`src/rtl/spi_eeprom_pkg.sv`:
```
// Shared definitions for the SPI EEPROM command sequencer: opcodes, command encodings,
// FSM states and the byte-plan helpers that map a state to its (byte, hold) pair.
package spi_eeprom_pkg;

  localparam logic [7:0] OpcRead  = 8'h03;
  localparam logic [7:0] OpcWrite = 8'h02;
  localparam logic [7:0] OpcWrdi  = 8'h04;
  localparam logic [7:0] OpcWren  = 8'h06;
  localparam logic [7:0] OpcRdsr  = 8'h05;
  localparam logic [7:0] OpcWrsr  = 8'h01;
  localparam logic [7:0] Dummy    = 8'hFF;

  typedef enum logic [1:0] {
    CmdRead  = 2'b00,
    CmdWrite = 2'b01,
    CmdRdsr  = 2'b10,
    CmdWrsr  = 2'b11
  } cmd_op_e;

  typedef enum logic [3:0] {
    StIdle,
    StWren,
    StOpc,
    StAddrHi,
    StAddrLo,
    StData,
    StPollOpc,
    StPollRd,
    StResp
  } state_e;

  function automatic logic is_write_op(cmd_op_e op);
    return (op == CmdWrite) || (op == CmdWrsr);
  endfunction

  // Byte state that follows st; StPollRd loops back and the caller decides when to stop.
  function automatic state_e next_state(state_e st, cmd_op_e op);
    state_e nxt;
    nxt = StIdle;
    case (st)
      StIdle:    nxt = is_write_op(op) ? StWren : StOpc;
      StWren:    nxt = StOpc;
      StOpc:     nxt = ((op == CmdRead) || (op == CmdWrite)) ? StAddrHi : StData;
      StAddrHi:  nxt = StAddrLo;
      StAddrLo:  nxt = StData;
      StData:    nxt = is_write_op(op) ? StPollOpc : StResp;
      StPollOpc: nxt = StPollRd;
      StPollRd:  nxt = StPollOpc;
      default:   nxt = StIdle;
    endcase
    return nxt;
  endfunction

  // Returns {tx_byte, hold} for a byte state.
  function automatic logic [8:0] byte_of(state_e st, cmd_op_e op, logic [15:0] addr,
                                         logic [7:0] wdata);
    logic [8:0] b;
    b = 9'h000;
    case (st)
      StWren: b = {OpcWren, 1'b0};
      StOpc: begin
        case (op)
          CmdRead:  b = {OpcRead, 1'b1};
          CmdWrite: b = {OpcWrite, 1'b1};
          CmdRdsr:  b = {OpcRdsr, 1'b1};
          default:  b = {OpcWrsr, 1'b1};
        endcase
      end
      StAddrHi:  b = {addr[15:8], 1'b1};
      StAddrLo:  b = {addr[7:0], 1'b1};
      StData:    b = is_write_op(op) ? {wdata, 1'b0} : {Dummy, 1'b0};
      StPollOpc: b = {OpcRdsr, 1'b1};
      StPollRd:  b = {Dummy, 1'b0};
      default:   b = 9'h000;
    endcase
    return b;
  endfunction

endpackage

```
`src/rtl/spi_eeprom_sequencer.sv`:
```
// Turns one EEPROM command into the SPI byte sequence, inserting WREN before writes and
// polling RDSR until WIP clears or POLL_MAX reads have been made.
module spi_eeprom_sequencer
  import spi_eeprom_pkg::*;
#(
  parameter int unsigned POLL_MAX = 1023
) (
  input  logic        bus2ip_clk,
  input  logic        rst,
  input  logic        cmd_valid,
  output logic        cmd_ready,
  input  logic [1:0]  cmd_op,
  input  logic [15:0] cmd_addr,
  input  logic [7:0]  cmd_wdata,
  output logic        rsp_valid,
  output logic [7:0]  rsp_rdata,
  output logic        rsp_err,
  output logic        busy,
  output logic        spi_start,
  output logic        spi_hold,
  output logic [7:0]  spi_tx,
  input  logic        spi_ready,
  input  logic        spi_rx_valid,
  input  logic [7:0]  spi_rx
);

  localparam logic [9:0] PollMax = POLL_MAX[9:0];

  state_e      state_q;
  logic        issue_q;
  cmd_op_e     op_q;
  logic [15:0] addr_q;
  logic [7:0]  wdata_q;
  logic [9:0]  poll_cnt_q;

  cmd_op_e     op_in;
  state_e      first_st;
  state_e      adv_st;
  logic [8:0]  first_byte;
  logic [8:0]  adv_byte;
  logic [9:0]  poll_cnt_inc;
  logic        poll_done;
  logic        finish;

  assign op_in     = cmd_op_e'(cmd_op);
  assign cmd_ready = (state_q == StIdle);
  assign busy      = ~cmd_ready;
  // issue_q only lasts until the engine is seen ready, so a start can never repeat.
  assign spi_start = issue_q & spi_ready;

  always_comb begin
    first_st     = next_state(StIdle, op_in);
    first_byte   = byte_of(first_st, op_in, cmd_addr, cmd_wdata);
    adv_st       = next_state(state_q, op_q);
    adv_byte     = byte_of(adv_st, op_q, addr_q, wdata_q);
    poll_cnt_inc = poll_cnt_q + 10'd1;
    poll_done    = ~spi_rx[0] || (poll_cnt_inc >= PollMax);
    finish       = (state_q == StPollRd) ? poll_done : (adv_st == StResp);
  end

  always_ff @(posedge bus2ip_clk) begin
    if (rst) begin
      state_q    <= StIdle;
      issue_q    <= 1'b0;
      op_q       <= CmdRead;
      addr_q     <= 16'h0000;
      wdata_q    <= 8'h00;
      poll_cnt_q <= 10'd0;
      rsp_valid  <= 1'b0;
      rsp_rdata  <= 8'h00;
      rsp_err    <= 1'b0;
      spi_hold   <= 1'b0;
      spi_tx     <= 8'h00;
    end else begin
      rsp_valid <= 1'b0;
      case (state_q)
        StIdle: begin
          if (cmd_valid) begin
            op_q                <= op_in;
            addr_q              <= cmd_addr;
            wdata_q             <= cmd_wdata;
            poll_cnt_q          <= 10'd0;
            state_q             <= first_st;
            issue_q             <= 1'b1;
            {spi_tx, spi_hold}  <= first_byte;
          end
        end
        StResp: state_q <= StIdle;
        default: begin
          if (issue_q) begin
            if (spi_ready) issue_q <= 1'b0;
          end else if (spi_rx_valid) begin
            if (state_q == StPollRd) poll_cnt_q <= poll_cnt_inc;
            if (finish) begin
              state_q   <= StResp;
              rsp_valid <= 1'b1;
              rsp_rdata <= spi_rx;
              // Only a poll that stops with WIP still set is a timeout.
              rsp_err   <= (state_q == StPollRd) & spi_rx[0];
            end else begin
              state_q            <= adv_st;
              issue_q            <= 1'b1;
              {spi_tx, spi_hold} <= adv_byte;
            end
          end
        end
      endcase
    end
  end

endmodule

```
`config.mk`:
```
export PLATFORM = sky130hd
export DESIGN_NAME = spi_eeprom_sequencer
export DESIGN_NICKNAME = d
export VERILOG_FILES = /design/src/rtl/spi_eeprom_pkg.sv /design/src/rtl/spi_eeprom_sequencer.sv
export SDC_FILE = /design/constraint.sdc
export NUM_CORES = 1
export LEC_CHECK = 0
export ABC_AREA = 1
export CAP_MARGIN = 20
export CORE_UTILIZATION = 30
export DETAILED_ROUTE_END_ITERATION = 6
export PLACE_DENSITY = 0.58
export SLEW_MARGIN = 25
export SYNTH_ARGS = -nofsm -noshare
export SYNTH_HDL_FRONTEND = slang
export SYNTH_SLANG_ARGS = --single-unit
```
`constraint.sdc`:
```
create_clock -name bus2ip_clk -period 3.3 [get_ports bus2ip_clk]
set_input_delay 0.33 -clock bus2ip_clk [delete_from_list [all_inputs] [get_ports bus2ip_clk]]
set_output_delay 0.33 -clock bus2ip_clk [all_outputs]
set_load 0.01 [all_outputs]
```
==> flow_summary.ini <==
[hold_path]
min_path_cells = 2
worstHoldStart = addr_q[1]
hold_class = flip-flop to flip-flop
holdPathEnd = addr_q[1]

[final_layout]
layout-drive-gt1-share = 0.06509
final_nets = 543
mostFrequentLayoutCells = nand2_1, dfxtp_1, clkdlybuf4s50_1, inv_1, a21oi_1
multi_input_area_um2 = 1483
seqCellArea_um2 = 1201
nFillCells = 1057
n_antenna_cell = 0
syn2layout_area_growth_pct = 30.37
layout_commonest_cell = nand2_1

[clock_tree]
cts.clk_slew.worst_paths_ps = 80
clock_sinks = 60
post_cts_buffers = 0
ctsResizeCount = 0
cts_buffers = 9
cts_root_buf = clkbuf_8
hold_buffers = 0
cts_tree = done
clk-insertion-delay-late_ps = 350
htree_num_levels = 3
clockBufferDepth = 2

[logic_synthesis]
yosysTopAreaCell = dfxtp_1
avgSynthCellArea_um2 = 6.753
synthCells = 446
synth.distinct_cells = 28
netlist_area_um2 = 3012
syn_nets = 487
ys_seq_area_frac = 0.3988
synth.area.top_cells = dfxtp_1, nand2_1, a21oi_1
yosysTopAreaCellShare = 0.3988
ys_ff_latch = 60
yosysWarningCount = 0

[sta]
setup_viol = 0
drv_slew = 0
fin_worst_skew_ps = 13.09
fin_setup_tns_ps = 0
max_freq_mhz = 436.6
period_needed_ps = 2290
hold_viol = 0
rsz0062_at_grt = no
worstMarginPinSlew_ps = 832.6
max-slew-margin-rel = 0.4439
period_share = 0.6941

[power]
ir_drop_mv = 0.3270
cellPowerDensity_nw_per_um2 = 772.7
leakage_nw = 1.543
power_mw = 3.034

[critical_path]
reg2reg_to = spi_tx[1]
worst_setup_path_start_kind = flip-flop
crit-reg2reg-launch = poll_cnt_q[1]
crit_fanout = 11
cp.arrival_ps = 1960
reg2reg_depth = 14
startpoint = state_q[3]
cp.required_ps = 2970
critPathKind = flip-flop to primary output
slowest_delay_ps = 620
critical_path.endpoint_type = primary output
reg2reg_slack_ps = 1090
cp_cell_sequence = nor2_2 -> nand2_1 -> clkinv_1 -> clkdlybuf4s50_1
crit_slowest_cell = clkdlybuf4s50_1
path_delay_family = buffers and inverters
cp_num_buf_inv = 2

[routing]
viasPerCell = 4.630
drc = 0
drt_iter0_markers = 195
wire_per_inst_um = 12.16
wl_um = 7781
vias = 2963
antenna_left = 0
firstDrtPassIters = 4

[global_routing]
grt_pass1_wl_um = 12880
grt_use_met2 = 0.2308
grt_start_max_net_pins = 40
antenna_found_initial = 0
grtUsageMet3 = 0.03215
grt_pass1_vias = 2726
grt-ovfl-total = 0
gr-usage-met1 = 0.2261
groute.usage.overall = 0.1604
busiest_layer = met2

[die]
die_y_um = 102.2
start_util = 0.3095
rows = 36
die_x_um = 102.2
core_um2 = 9729
dieArea_um2 = 10440
io_pins = 61

[run_status]
status = finished, final reports clean

[place]
port_buffers = 60
gp_congestion = 0.9211
dp_hpwl_um = 5671

[job]
maxCapViolCount = 0
[final cells by class]
class / instances / area share
clock buffers: 11 / 0.03601
clock inverters: 5 / 0.01912
inverters: 61 / 0.05832
multi-input cells: 306 / 0.3776
flip-flops and latches: 60 / 0.3059
well taps: 133 / 0.04238
repair buffers: 64 / 0.1606
[sequential cells by signal, indices dropped and copies added, names as in the netlist]
name,flops
spi_hold,1
rsp_err,1
wdata_q,8
state_q,4
spi_tx,8
poll_cnt_q,10
op_q,2
issue_q,1
rsp_valid,1
rsp_rdata,8
addr_q,16
[worst min-delay path, cell delays in order, from the launching register on]
cell and delay [ps]:
dfxtp_1 300, inv_1 60, a21oi_1 50
[where the power goes]
part	switching [mW]	total [mW]	internal, mW
sequential	0.0942	0.974	0.879
combinational	0.859	1.33	0.468
clock	0.291	0.733	0.442
[per-layer routing]
layer  share of wire  wire (um)
met2            0.42       3270
met5               0          0
met3           0.045        352
met4           0.022        169
met1            0.51       3988
[logic make-up (layout without fill, tap and decap cells)]
logic type,after synthesis,in the layout,share of synthesized area
AND/OR/NAND/NOR,212,212,0.3116
AO/OA/AOI/OAI,92,92,0.1724
buffers and inverters,80,141,0.1088
flip-flops,60,60,0.3988
adder cells (fa/ha/maj),2,2,0.008308
[synthesized netlist by cell type]
cell type,n
nand4_1,12
ha_1,2
inv_1,58
o21ai_0,23
buf_2,4
nand2_4,2
buf_6,3
o21bai_1,1
a21oi_2,1
nand3b_1,2
nor2_1,40
nor2_2,2
nand2_1,109
o211ai_1,6
or2_2,1
a211oi_1,2
nand2_2,3
clkinv_1,3
dfxtp_1,60
nand3_1,37
clkbuf_1,12
o2111ai_1,5
a211oi_2,1
o22ai_1,1
nand3_2,1
a22oi_1,2
a21oi_1,50
nor2_4,3
[how the worst max path moves through the flow]
stage                    endpoint  slack [ps]  cells past startpoint
finish                  cmd_ready        1010                      4
global route            spi_tx[0]         830                     14
CTS                     cmd_ready         990                      4
detailed placement  poll_cnt_q[8]         880                      9
global placement    poll_cnt_q[8]         970                      9
floorplan            rsp_rdata[7]        1480                     14
[through the flow]
| step | std cells | setup slack (ps) | util | area, um2 | hold WS [ps] |
|---|---|---|---|---|---|
| global placement | 624 | 970.9 | 0.3813 | 3710 | 449.7 |
| finish | 640 | 1010 | 0.4035 | 3926 | 461.7 |
| CTS | 640 | 992.2 | 0.4035 | 3926 | 461.8 |
| detailed placement | 624 | 884.7 | 0.3813 | 3710 | 450.6 |
| global route | 640 | 831.7 | 0.4035 | 3926 | 474.8 |
| floorplan | 446 | 1480 | - | 3012 | 424.5 |
Power figures use the tool's default switching activity.
